File: config.mk
export PLATFORM = sky130hd
export DESIGN_NAME = mips_bus_arbiter
export DESIGN_NICKNAME = d
export VERILOG_FILES = /design/src/rtl/mips_bus_arbiter.sv
export SDC_FILE = /design/constraint.sdc
export NUM_CORES = 1
export LEC_CHECK = 0
export ABC_AREA = 1
export CORE_AREA = 4 4 106 108
export CTS_CLUSTER_SIZE = 12
export DETAILED_ROUTE_END_ITERATION = 8
export DIE_AREA = 0 0 110 112
export PLACE_DENSITY = 0.67
export SYNTH_ARGS = -nofsm -noshare
export SYNTH_HDL_FRONTEND = slang
export SYNTH_SLANG_ARGS = --single-unit
export TNS_END_PERCENT = 30
File: constraint.sdc
create_clock -name clk -period 1.56 [get_ports clk]
set_input_delay 0.468 -clock clk [delete_from_list [all_inputs] [get_ports clk]]
set_output_delay 0.468 -clock clk [all_outputs]
set_load 0.05 [all_outputs]
File: src/rtl/mips_bus_arbiter.sv
`default_nettype none
// ============================================================================
// Module   : mips_bus_arbiter
// Purpose  : Round-robin two-master / one-slave arbiter for the CPU memory bus.
//            Each grant is held for one complete transfer.
// Revision : 1.0  initial release
// ============================================================================
module mips_bus_arbiter #(
  parameter int ADDR_W  = 32,
  parameter int DATA_W  = 32,
  parameter bit FIRST_M = 1'b0
) (
  input  logic                clk,
  input  logic                reset,
  input  logic [ADDR_W-1:0]   m0_address,
  input  logic                m0_read,
  input  logic                m0_write,
  input  logic [DATA_W-1:0]   m0_writedata,
  input  logic [DATA_W/8-1:0] m0_byteenable,
  output logic                m0_waitrequest,
  input  logic [ADDR_W-1:0]   m1_address,
  input  logic                m1_read,
  input  logic                m1_write,
  input  logic [DATA_W-1:0]   m1_writedata,
  input  logic [DATA_W/8-1:0] m1_byteenable,
  output logic                m1_waitrequest,
  output logic [DATA_W-1:0]   readdata,
  output logic [ADDR_W-1:0]   s_address,
  output logic                s_read,
  output logic                s_write,
  output logic [DATA_W-1:0]   s_writedata,
  output logic [DATA_W/8-1:0] s_byteenable,
  input  logic                s_waitrequest,
  input  logic [DATA_W-1:0]   s_readdata,
  output logic [1:0]          owner
);

  // State encoding doubles as the owner debug code.
  typedef enum logic [1:0] {
    ST_IDLE = 2'b00,
    ST_OWN0 = 2'b01,
    ST_OWN1 = 2'b10
  } state_t;

  state_t r_state;
  state_t w_state_nxt;
  logic   r_last;
  logic   w_last_nxt;
  logic   w_req0;
  logic   w_req1;

  assign w_req0 = m0_read | m0_write;
  assign w_req1 = m1_read | m1_write;

  always_ff @(posedge clk) begin
    if (reset) begin
      r_state <= ST_IDLE;
      r_last  <= ~FIRST_M;
    end else begin
      r_state <= w_state_nxt;
      r_last  <= w_last_nxt;
    end
  end

  always_comb begin
    w_state_nxt = r_state;
    w_last_nxt  = r_last;
    case (r_state)
      ST_IDLE: begin
        if (w_req0 && w_req1) begin
          w_state_nxt = r_last ? ST_OWN0 : ST_OWN1;
        end else if (w_req0) begin
          w_state_nxt = ST_OWN0;
        end else if (w_req1) begin
          w_state_nxt = ST_OWN1;
        end
      end
      ST_OWN0: begin
        // A withdrawn request releases the bus without counting as a turn.
        if (!w_req0) begin
          w_state_nxt = ST_IDLE;
        end else if (!s_waitrequest) begin
          w_state_nxt = ST_IDLE;
          w_last_nxt  = 1'b0;
        end
      end
      ST_OWN1: begin
        if (!w_req1) begin
          w_state_nxt = ST_IDLE;
        end else if (!s_waitrequest) begin
          w_state_nxt = ST_IDLE;
          w_last_nxt  = 1'b1;
        end
      end
      default: w_state_nxt = ST_IDLE;
    endcase
  end

  always_comb begin
    s_address      = '0;
    s_read         = 1'b0;
    s_write        = 1'b0;
    s_writedata    = '0;
    s_byteenable   = '0;
    m0_waitrequest = 1'b1;
    m1_waitrequest = 1'b1;
    case (r_state)
      ST_OWN0: begin
        s_address      = m0_address;
        s_read         = m0_read;
        s_write        = m0_write;
        s_writedata    = m0_writedata;
        s_byteenable   = m0_byteenable;
        m0_waitrequest = s_waitrequest;
      end
      ST_OWN1: begin
        s_address      = m1_address;
        s_read         = m1_read;
        s_write        = m1_write;
        s_writedata    = m1_writedata;
        s_byteenable   = m1_byteenable;
        m1_waitrequest = s_waitrequest;
      end
      default: ;
    endcase
  end

  assign owner    = r_state;
  assign readdata = s_readdata;

endmodule
`default_nettype wire

==> Word level (Yosys, flattened, before mapping) <==
Cells that the tools add are included.
{ "word_totals": {"ff_bits": 3, "in_bits": 175, "out_inout_bits": 106, "elab_cells": 35} }
{ "op_classes": {"reduce_logical": 4, "bitwise": 2, "n_eq_ne": 7, "n_mux": 20} }
{ "ops": {"columns": ["op", "count"], "rows": [
  ["32-bit case mux with 2 select lines", 2],
  ["2-bit two-way mux", 7],
  ["2-bit != test, second input constant", 4],
  ["4-bit case mux with 2 select lines", 1],
  ["1-bit two-way mux", 6],
  ["1-bit case mux with 2 select lines", 3],
  ["2-bit case mux with 3 select lines", 1],
  ["5-bit AND reduction", 1],
  ["4-bit != test, second input constant", 1],
  ["2-bit by 1-bit equality test with 1-bit output, second input constant", 1],
  ["2-bit equality test, second input constant", 1],
  ["2-bit logical NOT", 1],
  ["1-bit OR", 2],
  ["2-bit nonzero test", 1],
  ["1-bit logical AND", 1]
]} }

==> Depth between registers and ports, before layout <==
Gate-level depths: netlist of the first run.
{ "depth": {"ltp_word": 5, "depth_mapped": 9, "depth_no_buf": 8} }

==> Worst setup path before layout of the first run <==
Ideal clock, no wire load.
{ "synth_path": {"path_kind": "register to output", "startpoint": "reg r_state[0], in the netlist owner[0]", "endpoint": "out s_address[0]", "arrival_time_ns": 2.209, "t_required_ns": 1.092, "n_path_buf": 1, "setup_slack_ns": -1.117, "path_stages_with_launch": 6, "path_cell_list": "dfxtp_1 -> inv_1 -> ha_1 -> inv_2 -> clkbuf_1 -> a21oi_1"} }
{ "synth_via": {"elab_chain_cells": 2, "word_cells_on_any_way": 3, "classes_between": "2 x eq/ne; 1 x mux"} }
{ "synth_rtl": {"columns": ["item", "line_no", "rtl"], "rows": [
  ["start: declaration", "45", "state_t r_state;"],
  ["start signal: assignment", "60", "r_state <= w_state_nxt;"],
  ["2-bit equality test or 2-bit by 1-bit equality test with 1-bit output (tied branches)", "107", "case (r_state)"],
  ["32-bit case mux with 2 select lines (*)", "107", null],
  ["end: declaration", "28", "output logic [ADDR_W-1:0] s_address,"]
]} }
Mark *: on every way between the ends. The rest lies on a longest branch, timed or not.

==> Worst setup path in the final report of the first run <==
{ "layout_path": {"startpoint": "reg r_state[0], in the netlist owner[0]", "endpoint": "out s_writedata[23]"} }
{ "layout_via": {"elab_chain_cells": 2, "word_cells_on_any_way": 3, "classes_between": "2 x eq/ne; 1 x mux"} }
{ "layout_rtl": {"columns": ["item", "line_no", "rtl"], "rows": [
  ["2-bit equality test or 2-bit by 1-bit equality test with 1-bit output (tied branches)", "107", null],
  ["32-bit case mux with 2 select lines (*)", "107", null],
  ["end: declaration", "31", "output logic [DATA_W-1:0] s_writedata,"]
]} }
Marked as above.

==> impl_results.md, run 1 <==
- Outcome: finished, violations left
- Failing checks: setup timing
- DRC: 0
- Overall routing resource usage: between 10% and 20%
- Clock transition at the registers of the reported paths: 30 ps
- Die area: 12300 um^2
- Synth top area share: 37.3%
- Commonest cells after routing, fill and taps aside: nand2_1 (142), clkdlybuf4s50_1 (142), buf_6 (54)
- Met2 Wirelength: 5.07 mm
- Area of the core: 10200 um^2
- H-tree depth: 1
- Initial core utilization: roughly 16%
- P_leak: approximately 1.7 nW
- Top cells by area, synth: nand2_1 (37%), a21oi_1 (22%), buf_4 (19%), ha_1 (4.7%), dfxtp_1 (3.8%)
- CP max FO: 42
- Post-Synthesis Net Count: 502
- Yosys warning count: 0
- Non-Filler Instances: 655
- Dpl hpwl: 6.86 mm
- Wire length on met1: 3.49 mm
- CP required: 1090 ps
- Vias in the first global route: 2755
- # diodes: 0
- Worst-Skew Late Latency: 220 ps
- Slowest stage delay, CP: 380 ps
- Total of max-cap violations: 0
- Synthesized area per cell: 4.96 um^2
- Via count: around 2900
- Wire per inst: around 15 um
- Longest Clk Path Bufs: 2
- Placed Cells: 635
- Worst path slowest cell: dfxtp_4
- Tmin final: slightly above 2000 ps
- Critical path arrival: 1550 ps
- HP Class: flip-flop to flip-flop
- Initial DRC Count: ~140
- Hold Fails Final Rpt: 0
- Root Driver: clkbuf_8
- Top sig layer: met4
- Mapped Cells: 321
- FF+latch count, synth: 3
- Max-slew headroom: 83.0%
- Row cnt: 37
- Final instance area: 4570 um^2
- Post-route clock period utilization: 129%
- Layout area overhead: 187%
- Final worst slack: -455 ps
- Largest net degree at the start of global routing: 43
- Endpoints failing setup: 72
- Die X: 110 um
- Worst-path cell chain: inv_6, ha_4, inv_4, buf_12, a21oi_1, buf_4
- Fin Clk Skew: 0.258 ps
- Setup crit start kind: flip-flop
- Placed cell area: about 3800 um^2
- Share of layout cells above drive strength 1: between 30 and 40%
- CTS Buf Count: 3
- Area leader, netlist: nand2_1
- First-pass GRT wire length: 12.8 mm
- Routed Antenna Nets: 0
- Setup crit end kind: primary output
- Ports: 281
- Sequential area share after synthesis: 3.77%
- R2R Setup Slk: between 100 and 150 ps
- Die H: 112 um
- CTS tree: built
- Via density: roughly 4.4
- Iteration count of the initial detailed-routing pass: 4
- Fmax: 496 MHz
- PD cells: 749 nW/um^2
- Yosys cell types: 17
- Dpl ws: -354 ps
- Synth Cell Area: between 1500 and 2000 um^2
- Port-buffer cells: 216
- Routability cong.: 0.821
- Critical path class: flip-flop to primary output
- Final wirelength: around 10 mm
- Slew @ Worst Pin: 256 ps
- Sink Count: 3
- Peak VDD IR: 0.314 mV
- Met3 Routed Length: 1.17 mm
- Hold bufs inserted after CTS: 0
- Max-slew violations: 0
- RSZ-0062 raised after global routing: yes
- GRT overflow: 0
- Nets: 701
- Initial antenna violation count: 0
==> where the power goes <==
part | total (mW) | switching, mW | internal, mW
Combinational | 3.08 | 1.75 | 1.33
Sequential | 0.116 | 0.0207 | 0.0956
Clock | 0.227 | 0.0528 | 0.174
Total | 3.42 | 1.82 | 1.60
==> Yosys cell counts (all sizes together) <==
library cell,n
nand3,3
nand2,160
clkbuf,7
a21oi,72
dfxtp,3
inv,12
nand4,1
buf,48
ha,6
nor2,2
o21ai,6
nand3b,1
==> critical path, delay by kind of cell (launching register included) <==
family,cells,cell delay (ps)
adder cells (fa/ha/maj),1,270
flip-flops,1,380
AO/OA/AOI/OAI,1,170
buffers and inverters,4,480
==> registers in the layout (all words and copies together) (netlist names) <==
register  flops
owner         2
r_last        1
==> logic make-up (layout without fill, tap and decap cells) <==
logic type	Yosys count	in the layout	synth area share, %
and+or+nand+nor	167	167	40.6
AOI/OAI and AO/OA	78	78	25.0
adders and majority gates	6	6	4.72
DFF	3	3	3.77
buffers and inverters	67	265	25.9
==> final cells by class <==
cell class	instances	area [um^2]
repair buffers	249	2760
inverters	12	55.1
multi-input cells	251	1480
clock buffers	4	45.0
flip-flops and latches	3	67.6
well taps	136	170
fillers	990	5660
==> per-stage QoR <==
stage          power, mW  utilization, %  TNS, ps  hold WS [ps]
3_3_place_gp        2.53            36.8   -18100           457
6_report            3.42            44.7   -29200           474
4_1_cts             3.11            41.4   -28650           477
3_5_place_dp        2.55            36.8   -18600           469
2_1_floorplan       1.81               -   -43010           440
5_1_grt             3.61            44.7   -33400           509
==> timing repair <==
action	CTS	global route
setup endpoints to repair	72	72
gates cloned	3	7
gates resized for setup	82	37
hold endpoints to repair	0	0
buffers inserted	2	4
pin swaps	6	10
==> worst paths after layout <==
kind                            cells after the start                   from             endpoint
worst max-delay path                                6  owner[0]$_SDFFE_PP0P_      s_writedata[23]
worst min-delay path                                2    r_last$_SDFFE_PP1P_  r_last$_SDFFE_PP1P_
worst max register to register                      8  owner[1]$_SDFFE_PP0P_  r_last$_SDFFE_PP1P_
worst min register to register                      2    r_last$_SDFFE_PP1P_  r_last$_SDFFE_PP1P_
==> layer usage <==
metal / vias to the layer above / global-route usage (%)
li1: 1383 / -
met1: 1273 / 12.4
met2: 168 / 24.8
met3: 28 / 3.54
met4: 0 / 5.82
met5: - / 0
(Power assumes the default switching activity.)
==> inputs of run 2 (changes only) <==
--- a/config.mk
+++ b/config.mk
@@ -10,6 +10,7 @@
 export CTS_CLUSTER_SIZE = 12
 export DETAILED_ROUTE_END_ITERATION = 8
 export DIE_AREA = 0 0 110 112
+export GPL_TIMING_DRIVEN = 0
 export PLACE_DENSITY = 0.67
 export SYNTH_ARGS = -nofsm -noshare
 export SYNTH_HDL_FRONTEND = slang
==> impl_results.md, run 2 (synthesis results as in run 1) <==
- Max-slew violations: 0 (unchanged)
- # diodes: 0 (unchanged)
- Seq pwr share: 2.8% (-0.6 points)
- RSZ-0062 raised after global routing: yes
- Power Total: 4.11 mW (+20%)
- Area of the core: 10200 um^2 (unchanged)
- Via count: 3093 (+8.5%)
- Net Sw Power: 2.19 mW (+21%)
- DRC: 0 (unchanged)
- P_leak: 2.06 nW (+22%)
- CP max FO: 10 (-76%)
- Setup crit end kind: primary output
- Commonest cells after routing, fill and taps aside: nand2_1 (153), clkdlybuf4s50_1 (141), buf_4 (71)
- Final instance area: 5370 um^2 (+17%)
- Overall routing resource usage: 17.0% (+4.1 points)
- Layout area overhead: 237%
- Die X: 110 um (unchanged)
- Row cnt: 37 (unchanged)
- Longest Clk Path Bufs: 2 (unchanged)
- Ports: 281 (unchanged)
- Dpl ws: -1220 ps (-867 ps)
- Share of layout cells above drive strength 1: 45.5% (+8.3 points)
- Critical path class: flip-flop to primary output
- Vias in the first global route: 3335 (+21%)
- Placed Cells: 705 (+11%)
- Sink Count: 3 (unchanged)
- Tmin final: 2060 ps (+44.7 ps)
- Total of max-cap violations: 0 (unchanged)
- Root Driver: clkbuf_8
- Initial antenna violation count: 0 (unchanged)
- Routability cong.: 0.859 (+4.7%)
- Post-route clock period utilization: 132% (+2.9 points)
- Failing checks: setup timing
- CP required: 1090 ps (about the same)
- Port-buffer cells: 248 (+15%)
- Power Internal: 1.92 mW (+20%)
- Die H: 112 um (unchanged)
- Die area: 12300 um^2 (unchanged)
- Largest net degree at the start of global routing: 11 (-74%)
- Endpoints failing setup: 72 (unchanged)
- Via density: 4.28 (-1.7%)
- Hold bufs inserted after CTS: 0 (unchanged)
- Final wirelength: 11.8 mm (+17%)
- Fin Clk Skew: 1.05 ps (+0.794 ps)
- Fmax: 486 MHz (-2.2%)
- PD cells: 766 nW/um^2 (+2.3%)
- Critical path arrival: 1590 ps (+40 ps)
- Peak VDD IR: 0.395 mV (+26%)
- Hold WS: 476 ps (+1.42 ps)
- Setup crit start kind: flip-flop
- Logic pwr share: 91.7% (+1.7 points)
- Max FFs per register: 2 (unchanged)
- Outcome: finished, violations left
- Worst-Skew Late Latency: 220 ps (about the same)
- Wire per inst: 16.3 um (+6.1%)
- Nets: 769 (+9.7%)
- First-pass GRT wire length: 16.6 mm (+29%)
- Non-Filler Instances: 723 (+10%)
- Commonest non-fill, non-tap cell in the layout: nand2_1
- Sw Share: 53.4% (+0.23 points)
- Iteration count of the initial detailed-routing pass: 4 (unchanged)
- Clock power frac: 5.5% (-1.1 points)
- Clock transition at the registers of the reported paths: 30 ps (about the same)
- Placed cell area: 4420 um^2 (+17%)
- CTS Buf Count: 3 (unchanged)
- Hold Fails Final Rpt: 0 (unchanged)
- Initial core utilization: 15.6% (unchanged)
- Slew @ Worst Pin: 251 ps (-4.49 ps)
- Final worst slack: -499 ps (-44.7 ps)
- Initial DRC Count: 117 (-19%)
- Max-slew headroom: 83.4% (+0.41 points)
- Routed Antenna Nets: 0 (unchanged)
- Dpl hpwl: 9.02 mm (+31%)
- HP Class: flip-flop to flip-flop
- CTS tree: built
- H-tree depth: 1 (unchanged)
- GRT overflow: 0 (unchanged)
-- run 2: cell count changes in the layout (fill, tap and decap cells not counted), moves of 2 or more --
cell	before	now
buf_4	31	71
a21oi_4	9	29
buf_8	1	21
a21oi_1	18	1
buf_6	54	67
nand2_1	142	153
nand2_2	16	5
buf_12	12	3
a21oi_2	45	42
buf_2	0	2
clkbuf_16	6	8
-- run 2: area by class of cell --
class | count | area (um^2)
inverters | 12 | 57.6
clock buffers | 4 | 45.0
repair buffers | 262 | 2720
plain buffers | 55 | 646
flip-flops and latches | 3 | 67.6
fillers | 951 | 4860
multi-input cells | 251 | 1660
well taps | 136 | 170
-- run 2: worst max-delay path, cell delays in order, from the launching register on --
cell,delay [ps]
dfxtp_4,360
inv_4,50
buf_6,110
ha_4,280
inv_8,70
clkbuf_16,180
a21oi_2,140
buf_6,180
-- run 2: layer usage --
layer,routed length (um),track usage [%],vias up
met1,4130,17.8,1373
li1,-,-,1525
met4,89,1.91,0
met3,1230,4.75,8
met2,6360,33.6,187
met5,0,0,-
-- run 2: what timing repair did --
item | 4_1_cts | 5_1_grt
buffers inserted | 5 | 1
pin swaps | 2 | 3
resized for setup | 627 | 79
endpoints found under the setup margin | 106 | 73
gates cloned | 5 | 3
-- run 2: worst paths after layout --
path	startpoint	end	slack [ps]	depth (start not counted)
worst max-delay path	owner[1]$_SDFFE_PP0P_	s_address[30]	-500	7
worst min-delay path	r_last$_SDFFE_PP1P_	r_last$_SDFFE_PP1P_	480	2
worst max register to register	owner[1]$_SDFFE_PP0P_	r_last$_SDFFE_PP1P_	200	8
worst min register to register	r_last$_SDFFE_PP1P_	r_last$_SDFFE_PP1P_	480	2
-- run 2: power groups by stage --
stage	logic [mW]	clock network (mW)	registers, mW
floorplan	1.67	0	0.147
global placement	2.74	0	0.121
detailed placement	2.77	0	0.122
CTS	3.47	0.232	0.115
global route	3.97	0.241	0.117
finish	3.77	0.227	0.115
-- run 2: stage by stage --
stage / setup TNS, ps / utilization (%)
2_1_floorplan: -43010 / -
3_3_place_gp: -76650 / 43.2
3_5_place_dp: -78680 / 43.2
4_1_cts: -33910 / 48.4
5_1_grt: -36490 / 52.5
6_report: -32880 / 52.5
==> inputs of run 3 (changes only) <==
--- a/config.mk
+++ b/config.mk
@@ -6,12 +6,15 @@
 export NUM_CORES = 1
 export LEC_CHECK = 0
 export ABC_AREA = 1
-export CORE_AREA = 4 4 106 108
+export CELL_PAD_IN_SITES_DETAIL_PLACEMENT = 0
+export CELL_PAD_IN_SITES_GLOBAL_PLACEMENT = 1
+export CORE_MARGIN = 4
+export CORE_UTILIZATION = 10
 export CTS_CLUSTER_SIZE = 12
 export DETAILED_ROUTE_END_ITERATION = 8
-export DIE_AREA = 0 0 110 112
 export GPL_TIMING_DRIVEN = 0
-export PLACE_DENSITY = 0.67
+export PLACE_DENSITY = 0.81
+export REMOVE_ABC_BUFFERS = 1
 export SYNTH_ARGS = -nofsm -noshare
 export SYNTH_HDL_FRONTEND = slang
 export SYNTH_SLANG_ARGS = --single-unit
==> impl_results.md, run 3 (synthesis results as in run 1) <==
- Outcome: finished, violations left
- Failing checks: setup timing
- Port-buffer cells: 216 (-13%)
- Endpoints failing setup: 72 (unchanged)
- H-tree depth: 1 (unchanged)
- Die X: 134 um (+22%)
- Max FFs per register: 2 (unchanged)
- Power Total: 3.95 mW (-3.9%)
- Routability cong.: 0.717 (-17%)
- Setup crit start kind: flip-flop
- Clock power frac: 10.4% (+4.9 points)
- Peak VDD IR: 1.23 mV (+210%)
- Power Internal: 1.82 mW (-4.9%)
- Sink Count: 3 (unchanged)
- Fin Clk Skew: 1.03 ps (-0.0174 ps)
- Wire per inst: 20.2 um (+23%)
- Tmin final: 2080 ps (+22.0 ps)
- GRT overflow: 0 (unchanged)
- Fmax: 480 MHz (-1.1%)
- Crit path to: s_writedata[22]
- # diodes: 0 (unchanged)
- Commonest non-fill, non-tap cell in the layout: clkdlybuf4s50_1
- Clock transition at the registers of the reported paths: 30 ps (about the same)
- Row cnt: 45 (+22%)
- Initial antenna violation count: 0 (unchanged)
- Nets: 700 (-9.0%)
- Setup crit end kind: primary output
- Share of layout cells above drive strength 1: 43.6% (-1.9 points)
- Initial core utilization: 10.4% (-5.2 points)
- Non-Filler Instances: 729 (+0.83%)
- Seq pwr share: 2.9% (about the same)
- First-pass GRT wire length: 17.1 mm (+3.5%)
- Largest net degree at the start of global routing: 39 (+28)
- CTS Buf Count: 3 (unchanged)
- Worst-Skew Late Latency: 220 ps (about the same)
- Longest Clk Path Bufs: 2 (unchanged)
- Final wirelength: 14.7 mm (+24%)
- Critical path arrival: 1610 ps (+20 ps)
- Logic pwr share: 86.7% (-5.0 points)
- Sw Share: 53.9% (+0.48 points)
- Iteration count of the initial detailed-routing pass: 4 (unchanged)
- Initial DRC Count: 53 (-55%)
- Max-slew violations: 0 (unchanged)
- Overall routing resource usage: 12.3% (-4.7 points)
- Net Sw Power: 2.13 mW (-3.1%)
- DRC: 0 (unchanged)
- Commonest cells after routing, fill and taps aside: clkdlybuf4s50_1 (141), nand2_1 (113), buf_6 (59)
- Routed Antenna Nets: 0 (unchanged)
- Die H: 134 um (+20%)
- CP required: 1090 ps (about the same)
- CTS tree: built
- PD cells: 833 nW/um^2 (+8.7%)
- R2r worst-path depth: 10 (+2)
- Die area: 18000 um^2 (+46%)
- Slew @ Worst Pin: 338 ps (+86.6 ps)
- Critical path class: flip-flop to primary output
- HP Class: flip-flop to flip-flop
- P_leak: 1.72 nW (-17%)
- RR Endpoint: owner[0]$_SDFFE_PP0P_
- Max-slew headroom: 77.5% (-5.9 points)
- R2R Setup Slk: 40 ps (-160 ps)
- Dpl hpwl: 7.58 mm (-16%)
- Root Driver: clkbuf_16
- Hold Fails Final Rpt: 0 (unchanged)
- Post-route clock period utilization: 133% (+1.4 points)
- Via density: 4.00 (-6.5%)
- Reg2Reg Launch Point: owner[1]$_SDFFE_PP0P_
- Final worst slack: -521 ps (-22.0 ps)
- CP startpoint: owner[0]$_SDFFE_PP0P_
- CP max FO: 6 (-4)
- Total of max-cap violations: 0 (unchanged)
- Via count: 2916 (-5.7%)
- Area of the core: 15400 um^2 (+50%)
- Layout area overhead: 198%
- RSZ-0062 raised after global routing: yes
- Ports: 281 (unchanged)
- Placed Cells: 694 (-1.6%)
- Vias in the first global route: 2857 (-14%)
- Hold bufs inserted after CTS: 0 (unchanged)
- Post-layout util: 30.8% (-22 points)
[run 3: cell count changes in the layout (fill, tap and decap cells not counted), moves of 4 or more]
cell,previous run,this run
buf_4,71,21
a21oi_1,1,14
buf_8,21,5
a21oi_2,42,53
nand2_1,153,113
nand2_2,5,45
buf_6,67,59
buf_12,3,9
clkbuf_8,4,0
a21oi_4,29,5
[run 3: how the worst min path moves through the flow]
stage                        start                  end  slack, ps  cells after the start
2_1_floorplan  r_last$_SDFFE_PP1P_  r_last$_SDFFE_PP1P_        440                      2
6_report       r_last$_SDFFE_PP1P_  r_last$_SDFFE_PP1P_        480                      2
3_5_place_dp   r_last$_SDFFE_PP1P_  r_last$_SDFFE_PP1P_        470                      2
3_3_place_gp   r_last$_SDFFE_PP1P_  r_last$_SDFFE_PP1P_        460                      2
5_1_grt        r_last$_SDFFE_PP1P_  r_last$_SDFFE_PP1P_        530                      2
4_1_cts        r_last$_SDFFE_PP1P_  r_last$_SDFFE_PP1P_        500                      2
[run 3: power by group through the flow]
stage | combinational, mW | sequential (mW) | clock (mW)
after floorplan | 1.21 | 0.139 | 0
after global placement | 2.21 | 0.114 | 0
after detailed placement | 2.19 | 0.116 | 0
after CTS | 2.78 | 0.113 | 0.408
after global routing | 3.62 | 0.117 | 0.421
final | 3.42 | 0.114 | 0.410
[run 3: what timing repair did]
item,4_1_cts,5_1_grt
hold endpoints to repair,0,0
pin swaps,27,24
buffers inserted,14,4
gates cloned,2,11
endpoints found under the setup margin,76,74
gates resized for setup,524,119
[run 3: metrics by stage]
stage               hold slack, ps  area (um^2)  setup slack [ps]  TNS, ps
finish                         484         4740              -521   -34470
global route                   529         4740              -571   -38840
CTS                            503         4100              -495   -32010
detailed placement             469         3690             -1800  -119250
global placement               462         3650             -2880  -199640
floorplan                      440         1220             -1960  -141180
[run 3: area by class of cell]
type,count,area (um^2)
fillers,1634,10600
repair buffers,246,2710
multi-input cells,251,1530
well taps,211,264
clock buffers,4,78.8
flip-flops and latches,3,67.6
inverters,12,63.8
repair inverters,2,27.5
[run 3: worst max-delay path, cell delays in order (launching register included)]
cell and delay, ps:
dfxtp_4 380, buf_12 110, ha_4 170, buf_12 160
clkbuf_16 170, nand2_2 50, a21oi_1 130, buf_4 220
[run 3: layer usage]
layer / share of wire, % / track usage (%)
met5: 0 / 0
met3: 13 / 6.64
met2: 44 / 19.5
met4: 1.6 / 1.13
met1: 42 / 15.3
